### src/rtl/instr_imm_packer_if.sv
// Field-in / packed-word-out bundle for instr_imm_packer; the packer takes the slave side.
interface instr_imm_packer_if #(
    parameter int CNT_W = 16
);
    logic             in_valid_i;
    logic             in_ready_o;
    logic [6:0]       opcode_i;
    logic [4:0]       rd_i;
    logic [2:0]       funct3_i;
    logic [4:0]       rs1_i;
    logic [4:0]       rs2_i;
    logic [31:0]      imm_i;
    logic             out_valid_o;
    logic             out_ready_i;
    logic [31:0]      instr_o;
    logic             err_o;
    logic [1:0]       err_code_o;
    logic [CNT_W-1:0] enc_count_o;

    modport master (
        output in_valid_i, opcode_i, rd_i, funct3_i, rs1_i, rs2_i, imm_i, out_ready_i,
        input  in_ready_o, out_valid_o, instr_o, err_o, err_code_o, enc_count_o
    );

    modport slave (
        input  in_valid_i, opcode_i, rd_i, funct3_i, rs1_i, rs2_i, imm_i, out_ready_i,
        output in_ready_o, out_valid_o, instr_o, err_o, err_code_o, enc_count_o
    );
endinterface

### src/rtl/instr_imm_packer.sv
// Packs RV32I I/S/B fields plus a signed immediate into instruction words queued in a small FIFO.
// Define IMM_RANGE_CHECK_EN to reject out-of-range immediates and odd B offsets.
module instr_imm_packer #(
    parameter int FIFO_DEPTH = 2,
    parameter int CNT_W      = 16
) (
    input logic               clk_i,
    input logic               rst_i,
    instr_imm_packer_if.slave bus
);
    localparam int             PTR_W    = $clog2(FIFO_DEPTH);
    localparam logic [PTR_W:0] FULL_CNT = (PTR_W + 1)'(FIFO_DEPTH);
    localparam logic [PTR_W:0] CNT_ONE  = (PTR_W + 1)'(1);

    typedef enum logic [1:0] {
        ERR_NONE   = 2'b00,
        ERR_OPCODE = 2'b01,
        ERR_RANGE  = 2'b10,
        ERR_ALIGN  = 2'b11
    } err_e;

    typedef enum logic [1:0] {
        CLS_BAD,
        CLS_I,
        CLS_S,
        CLS_B
    } cls_e;

    logic [31:0]      mem_q [FIFO_DEPTH];
    logic [PTR_W-1:0] wrPtr_q;
    logic [PTR_W-1:0] rdPtr_q;
    logic [PTR_W:0]   count_q;
    logic [PTR_W:0]   count_d;
    logic             errPulse_q;
    err_e             errCode_q;
    logic [CNT_W-1:0] encCount_q;

    cls_e        cls;
    err_e        errCode;
    logic [31:0] packedWord;
    logic        full;
    logic        empty;
    logic        accept;
    logic        pushOk;
    logic        pop;

    always_comb begin
        cls = CLS_BAD;
        case (bus.opcode_i)
            7'b0010011, 7'b0000011: cls = CLS_I;
            7'b0100011:             cls = CLS_S;
            7'b1100011:             cls = CLS_B;
            default:                cls = CLS_BAD;
        endcase
    end

    // Fields common to all three formats are placed first; format-specific bits overlay them.
    always_comb begin
        packedWord = {12'd0, bus.rs1_i, bus.funct3_i, 5'd0, bus.opcode_i};
        case (cls)
            CLS_I: begin
                packedWord[31:20] = bus.imm_i[11:0];
                packedWord[11:7]  = bus.rd_i;
            end
            CLS_S: begin
                packedWord[31:25] = bus.imm_i[11:5];
                packedWord[24:20] = bus.rs2_i;
                packedWord[11:7]  = bus.imm_i[4:0];
            end
            CLS_B: begin
                packedWord[31]    = bus.imm_i[12];
                packedWord[30:25] = bus.imm_i[10:5];
                packedWord[24:20] = bus.rs2_i;
                packedWord[11:8]  = bus.imm_i[4:1];
                packedWord[7]     = bus.imm_i[11];
            end
            default: ;
        endcase
    end

`ifdef IMM_RANGE_CHECK_EN
    logic signed [31:0] immS;
    logic               immFitsIS;
    logic               immFitsB;

    assign immS      = bus.imm_i;
    assign immFitsIS = (immS >= -32'sd2048) && (immS <= 32'sd2047);
    assign immFitsB  = (immS >= -32'sd4096) && (immS <= 32'sd4094);

    always_comb begin
        errCode = ERR_NONE;
        if (cls == CLS_BAD) begin
            errCode = ERR_OPCODE;
        end else if (cls == CLS_B) begin
            if (!immFitsB) begin
                errCode = ERR_RANGE;
            end else if (bus.imm_i[0]) begin
                errCode = ERR_ALIGN;
            end
        end else if (!immFitsIS) begin
            errCode = ERR_RANGE;
        end
    end
`else
    // Upper immediate bits are simply truncated away when checks are disabled.
    logic [18:0] unusedImmHigh;

    assign unusedImmHigh = bus.imm_i[31:13];

    always_comb begin
        errCode = ERR_NONE;
        if (cls == CLS_BAD) begin
            errCode = ERR_OPCODE;
        end
    end
`endif

    assign full   = (count_q == FULL_CNT);
    assign empty  = (count_q == '0);
    assign accept = bus.in_valid_i && !full;
    assign pushOk = accept && (errCode == ERR_NONE);
    assign pop    = !empty && bus.out_ready_i;

    always_comb begin
        count_d = count_q;
        if (pushOk && !pop) begin
            count_d = count_q + CNT_ONE;
        end else if (!pushOk && pop) begin
            count_d = count_q - CNT_ONE;
        end
    end

    always_ff @(posedge clk_i or negedge rst_i) begin
        if (!rst_i) begin
            wrPtr_q    <= '0;
            rdPtr_q    <= '0;
            count_q    <= '0;
            errPulse_q <= 1'b0;
            errCode_q  <= ERR_NONE;
            encCount_q <= '0;
        end else begin
            count_q    <= count_d;
            errPulse_q <= accept && (errCode != ERR_NONE);
            if (accept && (errCode != ERR_NONE)) begin
                errCode_q <= errCode;
            end
            if (pushOk) begin
                wrPtr_q    <= wrPtr_q + PTR_W'(1);
                encCount_q <= encCount_q + CNT_W'(1);
            end
            if (pop) begin
                rdPtr_q <= rdPtr_q + PTR_W'(1);
            end
        end
    end

    // Storage needs no reset: the count alone decides what is visible.
    always_ff @(posedge clk_i) begin
        if (pushOk) begin
            mem_q[wrPtr_q] <= packedWord;
        end
    end

    assign bus.in_ready_o  = !full;
    assign bus.out_valid_o = !empty;
    assign bus.instr_o     = empty ? 32'd0 : mem_q[rdPtr_q];
    assign bus.err_o       = errPulse_q;
    assign bus.err_code_o  = errCode_q;
    assign bus.enc_count_o = encCount_q;
endmodule

### src/flat_wrapper.sv
// flat-port wrapper written by rule: the top's interface ports become plain ports
module instr_imm_packer_flat 
#(
    parameter int FIFO_DEPTH = 2,
    parameter int CNT_W      = 16
)
  (clk_i, rst_i, bus_in_valid_i, bus_opcode_i, bus_rd_i, bus_funct3_i, bus_rs1_i, bus_rs2_i, bus_imm_i, bus_out_ready_i, bus_in_ready_o, bus_out_valid_o, bus_instr_o, bus_err_o, bus_err_code_o, bus_enc_count_o);
  instr_imm_packer_if #(.CNT_W(CNT_W)) bus_i ();
  input logic clk_i;
  input logic rst_i;
  input wire logic [$bits(bus_i.in_valid_i)-1:0] bus_in_valid_i;
  input wire logic [$bits(bus_i.opcode_i)-1:0] bus_opcode_i;
  input wire logic [$bits(bus_i.rd_i)-1:0] bus_rd_i;
  input wire logic [$bits(bus_i.funct3_i)-1:0] bus_funct3_i;
  input wire logic [$bits(bus_i.rs1_i)-1:0] bus_rs1_i;
  input wire logic [$bits(bus_i.rs2_i)-1:0] bus_rs2_i;
  input wire logic [$bits(bus_i.imm_i)-1:0] bus_imm_i;
  input wire logic [$bits(bus_i.out_ready_i)-1:0] bus_out_ready_i;
  output wire logic [$bits(bus_i.in_ready_o)-1:0] bus_in_ready_o;
  output wire logic [$bits(bus_i.out_valid_o)-1:0] bus_out_valid_o;
  output wire logic [$bits(bus_i.instr_o)-1:0] bus_instr_o;
  output wire logic [$bits(bus_i.err_o)-1:0] bus_err_o;
  output wire logic [$bits(bus_i.err_code_o)-1:0] bus_err_code_o;
  output wire logic [$bits(bus_i.enc_count_o)-1:0] bus_enc_count_o;
  assign bus_i.in_valid_i = bus_in_valid_i;
  assign bus_i.opcode_i = bus_opcode_i;
  assign bus_i.rd_i = bus_rd_i;
  assign bus_i.funct3_i = bus_funct3_i;
  assign bus_i.rs1_i = bus_rs1_i;
  assign bus_i.rs2_i = bus_rs2_i;
  assign bus_i.imm_i = bus_imm_i;
  assign bus_i.out_ready_i = bus_out_ready_i;
  assign bus_in_ready_o = bus_i.in_ready_o;
  assign bus_out_valid_o = bus_i.out_valid_o;
  assign bus_instr_o = bus_i.instr_o;
  assign bus_err_o = bus_i.err_o;
  assign bus_err_code_o = bus_i.err_code_o;
  assign bus_enc_count_o = bus_i.enc_count_o;
  instr_imm_packer #(.FIFO_DEPTH(FIFO_DEPTH), .CNT_W(CNT_W)) u_core (.clk_i(clk_i), .rst_i(rst_i), .bus(bus_i));
endmodule
### config.mk
export PLATFORM = sky130hd
export DESIGN_NAME = instr_imm_packer_flat
export DESIGN_NICKNAME = d
export VERILOG_FILES = /design/src/rtl/instr_imm_packer_if.sv /design/src/rtl/instr_imm_packer.sv /design/src/flat_wrapper.sv
export SDC_FILE = /design/constraint.sdc
export NUM_CORES = 1
export LEC_CHECK = 0
export ABC_AREA = 1
export CAP_MARGIN = 20
export CORE_MARGIN = 4
export CORE_UTILIZATION = 51
export DETAILED_ROUTE_END_ITERATION = 6
export GPL_ROUTABILITY_DRIVEN = 0
export HOLD_SLACK_MARGIN = 0.06
export PLACE_DENSITY = 0.9
export SETUP_SLACK_MARGIN = 0.1
export SLEW_MARGIN = 20
export SYNTH_ARGS = -nofsm -noshare
export SYNTH_HDL_FRONTEND = slang
export SYNTH_SLANG_ARGS = --single-unit
### constraint.sdc
create_clock -name clk_i -period 6.5 [get_ports clk_i]
set_input_delay 1.3 -clock clk_i [delete_from_list [all_inputs] [get_ports clk_i]]
set_output_delay 1.3 -clock clk_i [all_outputs]
set_load 0.05 [all_outputs]
==> impl_metrics.py <==
metrics = {
    "floorplanning": {
        "fp.dieW_um": 95.8,
        "num_rows": 31,
        "ios": 114,
        "die_y_um": 95.8,
        "start_util_pct": 53.3,
        "coreArea_um2": 7370,
        "dieArea_um2": 9180,
    },
    "synth": {
        "ys_top_cells_by_area": "edfxtp_1, nand2_1, dfrtp_1, a21oi_1, inv_1",
        "synthFlopType": "edfxtp_1",
        "synth-seq-cells": 86,
        "async_reset_ff_share_pct": 25.6,
        "yosys-top-cells-count": "nand2_1, edfxtp_1, a21oi_1",
        "synthCells": 397,
        "synth-warning-count": 0,
        "synth_area_per_cell_um2": 9.90,
        "syn_area_um2": 3930,
        "syn_nets": 460,
        "yosysMostFrequentCell": "nand2_1",
        "synth_edf_count": 64,
        "post-synth-top-area-fraction_pct": 48.9,
        "synth_area_leader_cell": "edfxtp_1",
        "synth_cell_types": 27,
        "seq_area_frac_synth_pct": 62.9,
    },
    "sta": {
        "rsz0062_at_grt": "no",
        "skew_ps": 8.52,
        "worst_slew_pin_slew_ps": 971,
        "hold_viol": 0,
        "setup_viol": 0,
        "fin_crit_sh_pct": 63.5,
        "drv_slew": 0,
        "layout_setup_ws_ps": 2370,
        "relSlewSlack_pct": 35.1,
        "min_period_ps": 4130,
        "fmax_mhz": 242,
        "fin_setup_tns_ps": 0,
    },
    "clock_tree": {
        "cts_root_buffer": "clkbuf_8",
        "cts_made_buffers": 9,
        "post_cts_buffers": 0,
        "clkTransAtPathRegs_ps": 90,
        "cts_tree": "done",
        "htreeDepth": 3,
        "clkSinkCount": 86,
        "cts_buffer_depth": 2,
        "hold_buffers": 0,
        "clkLatencyLatePin_ps": 360,
        "cts_resized": 0,
    },
    "worst_setup_path": {
        "critPathArrivalTime_ps": 2830,
        "end_kind": "primary output",
        "path_class": "reg -> out",
        "crit_required_ps": 5200,
        "path_max_fanout": 33,
        "cp-start-kind": "register",
    },
    "status": {
        "status": "finished clean",
    },
    "placement": {
        "io_buffers": 93,
        "dp_slack_ps": 1660,
        "hpwl_mm": 6.34,
    },
    "pwr": {
        "p_per_area_nw_per_um2": 404,
        "ir_worst_vdd_uv": 299,
        "p_leak_nw": 1.98,
        "power_mw": 2.06,
    },
    "min_path": {
        "hp-class": "reg -> reg",
    },
    "layout": {
        "drive_gt1_share_pct": 7.10,
        "areaGrowthSynthToFinish_pct": 29.7,
        "insertedDiodeCount": 0,
        "nets": 551,
        "utilization_pct": 69.2,
    },
    "routing": {
        "drt_iter0_drc": 158,
        "wl_mm": 9.48,
        "wl_per_cell_um": 16.0,
        "dr.pass1.iters": 5,
        "drc": 0,
        "vias": 3110,
        "ant_nets": 0,
        "vias_per_cell": 5.25,
    },
    "grt": {
        "grt-ovfl-total": 0,
        "grt_pass1_vias": 3094,
        "grtUsageTotal_pct": 21.7,
        "antenna_found_initial": 0,
        "grt_max_degree": 34,
        "grt_first_pass_wirelength_mm": 15.0,
    },
    "job": {
        "max-cap-violations": 0,
    },
}
[sequential cells by signal, summed over array words and instances (netlist names)]
| signal | count |
|---|---|
| u_core.rdPtr_q | 1 |
| u_core.bus.enc_count_o | 16 |
| u_core.bus.err_o | 1 |
| u_core.wrPtr_q | 1 |
| u_core.mem_q | 64 |
| u_core.bus.err_code_o | 1 |
| u_core.count_q | 2 |
[per-layer routing]
metal  wire, µm  global-route usage (%)
met1       3830                    26.3
met2       4830                    37.6
met3        699                    5.32
met4        112                    7.70
met5          0                       0
[power by group]
part / total (mW) / internal [mW] / switching, mW
combinational: 1.05 / 0.323 / 0.730
sequential: 0.670 / 0.615 / 0.0549
clock: 0.339 / 0.141 / 0.197
[layout by cell type, fill, tap and decap left out, types with 6 or more instances in the layout]
| master | netlist | final |
|---|---|---|
| a21oi_1 | 33 | 33 |
| o21ai_0 | 12 | 12 |
| xnor2_1 | 9 | 9 |
| inv_1 | 23 | 23 |
| nand3_1 | 14 | 14 |
| clkdlybuf4s50_1 | 0 | 92 |
| a21boi_0 | 6 | 6 |
| nand2_1 | 153 | 153 |
| dfrtp_1 | 22 | 21 |
| nand4_1 | 8 | 8 |
| edfxtp_1 | 64 | 64 |
| clkbuf_8 | 0 | 9 |
| nor2_1 | 19 | 17 |
[kinds of logic (layout without fill, tap and decap cells)]
logic type / Yosys count / count (layout) / share of synthesized area, %
buffers and inverters: 41 / 137 / 4.58
other: 1 / 1 / 0.0954
adders and majority gates: 2 / 2 / 0.636
and+or+nand+nor: 202 / 202 / 21.6
DFF: 86 / 86 / 62.9
xor gates and xnor gates: 10 / 10 / 2.23
AOI/OAI and AO/OA: 55 / 55 / 7.96
[critical path: stages, from the launching register on]
cell	delay, ps
dfrtp_2	660
inv_2	570
nand2_1	160
a21oi_1	210
clkdlybuf4s50_1	830
[area by class of cell]
class / count / area, µm²
inverters: 26 / 97.6
repair buffers: 95 / 941
clock inverters: 6 / 45.0
flip-flops and latches: 86 / 2470
fillers: 529 / 2270
multi-input cells: 270 / 1290
well taps: 99 / 124
clock buffers: 10 / 128
[path summary, 6_finish.rpt]
kind,slack (ps),end,cells past startpoint,start
hold reg to reg,490,u_core.wrPtr_q$_DFFE_PN0P_,2,u_core.wrPtr_q$_DFFE_PN0P_
hold / removal,490,u_core.wrPtr_q$_DFFE_PN0P_,2,u_core.wrPtr_q$_DFFE_PN0P_
max in group asynchronous,5250,u_core.rdPtr_q$_DFFE_PN0P_,1,rst_i
min in group asynchronous,890,u_core.bus.enc_count_o[14]$_DFFE_PN0P_,1,rst_i
setup / recovery,2370,bus_instr_o[11],4,u_core.rdPtr_q$_DFFE_PN0P_
setup reg to reg,4190,u_core.mem_q[1][30]$_DFFE_PP_,6,u_core.count_q[0]$_DFFE_PN0P_
[stage by stage]
step | hold slack [ps] | instance area, µm² | cells
after global placement | 453 | 4930 | 576
after CTS | 490 | 5100 | 592
after detailed placement | 468 | 4930 | 576
after floorplan | 449 | 3930 | 397
after global routing | 519 | 5100 | 592
final | 488 | 5100 | 592
Note: power is estimated with default switching activity, not from simulation.
